--- src/rtl/trace_chk_pkg.sv ---
// Shared definitions for the trace line checker: FSM states, ASCII tokens,
// output encodings and error-bit positions.
package trace_chk_pkg;

    typedef enum logic [3:0] {
        S_IDLE,
        S_TIME,
        S_PC,
        S_COLON,
        S_SP_SEL,
        S_SP_FIELD,
        S_GRF,
        S_ADDR,
        S_SP_LT,
        S_EQ,
        S_SP_DATA,
        S_DATA,
        S_HASH,
        S_ACCEPT
    } state_t;

    localparam logic [7:0] CH_CARET  = 8'h5e;
    localparam logic [7:0] CH_AT     = 8'h40;
    localparam logic [7:0] CH_COLON  = 8'h3a;
    localparam logic [7:0] CH_DOLLAR = 8'h24;
    localparam logic [7:0] CH_STAR   = 8'h2a;
    localparam logic [7:0] CH_LT     = 8'h3c;
    localparam logic [7:0] CH_EQ     = 8'h3d;
    localparam logic [7:0] CH_HASH   = 8'h23;
    localparam logic [7:0] CH_SPACE  = 8'h20;
    localparam logic [7:0] CH_0      = 8'h30;
    localparam logic [7:0] CH_9      = 8'h39;
    localparam logic [7:0] CH_LC_A   = 8'h61;
    localparam logic [7:0] CH_LC_F   = 8'h66;

    localparam logic [1:0] FT_NONE = 2'd0;
    localparam logic [1:0] FT_REG  = 2'd1;
    localparam logic [1:0] FT_MEM  = 2'd2;

    localparam int ERR_TIME = 0;
    localparam int ERR_PC   = 1;
    localparam int ERR_ADDR = 2;
    localparam int ERR_GRF  = 3;

endpackage

--- src/rtl/trace_char_class.sv ---
// Combinational classification of one ASCII character into decimal/hex
// membership and its numeric value.
module trace_char_class
    import trace_chk_pkg::*;
(
    input  logic [7:0] char,
    output logic       is_dec,
    output logic       is_hex,
    output logic [3:0] nibble,
    output logic [3:0] dec_val
);

    logic is_lc_hex;

    always_comb begin
        is_dec    = (char >= CH_0) && (char <= CH_9);
        is_lc_hex = (char >= CH_LC_A) && (char <= CH_LC_F);
        is_hex    = is_dec || is_lc_hex;
        dec_val   = is_dec ? char[3:0] : 4'd0;
        // 'a'..'f' have low nibbles 1..6, so +9 maps them onto 10..15
        nibble    = is_dec ? char[3:0] : (is_lc_hex ? char[3:0] + 4'd9 : 4'd0);
    end

endmodule

--- config.mk ---
export PLATFORM = sky130hd
export DESIGN_NAME = trace_char_class
export DESIGN_NICKNAME = d
export VERILOG_FILES = /design/src/rtl/trace_chk_pkg.sv /design/src/rtl/trace_char_class.sv
export SDC_FILE = /design/constraint.sdc
export NUM_CORES = 1
export LEC_CHECK = 0
export BUFFER_PORTS_ARGS = -buffer_cell sky130_fd_sc_hd__clkbuf_2
export CORE_AREA = 5 5 42 44
export DETAILED_ROUTE_END_ITERATION = 12
export DIE_AREA = 0 0 47 49
export SETUP_SLACK_MARGIN = 0.02
export SYNTH_ARGS = -nofsm -noshare
export SYNTH_HDL_FRONTEND = slang
export SYNTH_SLANG_ARGS = --single-unit
--- constraint.sdc ---
create_clock -name vclk -period 1.8
set_clock_uncertainty 0.05 [all_clocks]
set_input_delay 0.09 -clock vclk [all_inputs]
set_output_delay 0.09 -clock vclk [all_outputs]
set_load 0.01 [all_outputs]
==> summary.md <==
| Metric | Value |
|---|---|
| Die width | 47 um |
| Simple-Gate Fraction of Synth Area | 53.8% |
| Switching pwr | 21.7 uW |
| Top Ports | 18 |
| Dpl cells | 61 |
| DRC viols | 0 |
| Area grow syn2layout | 60.6% |
| ANT cells | 0 |
| Slowest stage cell, crit path | or3b_4 |
| DRT Wirelength | 586 um |
| CP Data Required Time | 1660 ps |
| Power Density | 127 nW/um2 |
| Fraction of layout cells with a size suffix above 1 | 44.4% |
| Synthesized area per cell | 7.41 um2 |
| Die ar. | 2300 um2 |
| RSZ-0062 raised after global routing | false |
| Detailed-route wire length per cell | 9.61 um |
| Starting Density | 14.3% |
| Die outline height | 49 um |
| DR iter-0 viols | 3 |
| Cts hold-fix bufs | 0 |
| Final GP Congestion | 0.642 |
| Synth Cell Area | 200 um2 |
| Worst Setup Start Kind | input port |
| Clock buffer count in the final layout | 0 |
| Comb power frac | 100.0% |
| Status | completed |
| Post-DP Area | 310 um2 |
| CP Capture Type | output port |
| Delay-heaviest family, CP | simple AND/OR/NAND/NOR gates |
| Post-synthesis instance total | 27 |
| Pre-CTS WS | 93.8 ps |
| Crit path top cell by count | clkbuf_2 |
| Rel. slew slack | 74.8% |
| Sequential Power Share | 0% |
| Post-CTS Setup Inserts | 0 |
| Post-layout min period | 1690 ps |
| GRT overflow | 0 |
| Largest net degree at the start of global routing | 7 |
| Clock power frac | 0% |
| Synth top cells by count | 4 x ha_1, 4 x inv_1, 4 x nor3b_1 |
| VDD IR max | 0.0441 mV |
| Core ar. | 1400 um2 |
| Top-area cell type share of the netlist area | 25.0% |
| Achievable Freq | 593 MHz |
| Synth Area in XOR/XNOR | 0% |
| Worst-margin pin slew | 377 ps |
| Crit-path max FO | 6 |
| HP Class | in2out |
| Largest family of logic cells by synthesized area | simple AND/OR/NAND/NOR gates |
| Worst path bufs/invs | 3 |
| Port Buffer Count | 18 |
| First-pass GRT wire length | 924 um |
| Sequential standard cell area | 0 um2 |
| Number of detailed-route iterations in the first pass | 4 |
| Layout Cells excl Fill | 61 |
| Crit path kind | in2out |
| Global Route Usage Sum | 4.84% |
| Compound-cell area share of the yosys netlist | 13.7% |
| Synth Area in Adders | 25.0% |
| Final Max Tran Viols | 0 |
| Hpwl dp | 521 um |
| Final setup viols | 0 |
| CP arrival | 1550 ps |
| Finished Cell Area | 322 um2 |
| Post-route clock period utilization | 93.8% |
| Routed Antenna Nets | 0 |
| Drt via density | 4.18 |
| Final setup margin | 112 ps |
| Synthesized Nets | 39 |
| Number of nets in the final layout | 59 |
| Sw frac | 53.2% |
| Sequential share of the synthesized area | 0% |
| Vias in the first global route | 225 |
| WHS | 428 ps |
| Internal | 19.1 uW |
| Synth area leaders | ha_1 25%, nor3b_1 15%, o21bai_1 11% |
| Area leader, netlist | ha_1 |
| Mux cell area share after synthesis | 0% |
| Leak Pwr | 0.000190 uW |
| CP peak stage delay | 410 ps |
| CTS resizes | 0 |
| Critical Path, Cell by Cell | clkbuf_2 > inv_1 > ha_1 > or3b_4 > nand4_4 > nor3b_1 > or3_1 > clkbuf_2 |
| Setup TNS | 0 ps |
| Netlist cell types | 14 |
| Via Count | 255 |
| Sequential cells | 0 |
| Final Hold Fails | 0 |
| Row cnt | 14 |
| Initial antenna violation count | 0 |
| YS warnings | 0 |
| Max Cap Viol | 0 |
power groups by stage:
stage,Sequential [uW],Clock [uW],Combinational (uW)
after floorplan,0,0,18.4
after global placement,0,0,37.5
after detailed placement,0,0,38.4
after CTS,0,0,38.6
after global routing,0,0,46.2
final,0,0,40.9
per-stage QoR:
stage                     power [uW]  util, %
after floorplan                 18.4        -
after global placement          37.5     22.1
after detailed placement        38.4     22.1
after CTS                       38.6     22.1
after global routing            46.2     22.9
final                           40.9     22.9
cell families after synthesis:
family,after synthesis
buf+inv,4
compound gates,4
simple gates,15
fa+ha+maj,4
cells in the final DEF, fill, tap and decap left out:
cell type   n
or3b_4      1
o21bai_1    3
nor2b_1     1
nand2_1     2
inv_1       4
and2_1      2
nor3b_1     4
nand3_1     1
or3_1       1
nand4bb_1   1
ha_1        4
or2b_1      1
clkbuf_2   18
a21oi_1     1
nand4_4     1
layout make-up:
type               count  area [um2]
multi-input cells     23         196
fillers              166        1080
inverters              4        15.0
repair buffers        18        90.1
well taps             16        20.0
final timing paths:
kind                    start          to  slack, ps  cells past startpoint
worst max-delay path  char[1]   nibble[2]        110                      8
worst min-delay path  char[3]  dec_val[2]        430                      3
routing by layer:
layer	GRT usage [%]	wire length, um	part of all wire [%]	up-vias
met5	0	0	0	-
met1	8.04	275	47	108
li1	-	-	-	130
met3	0.738	94	16	0
met4	0	0	0	0
met2	6.79	217	37	17
(Power assumes the default switching activity.)
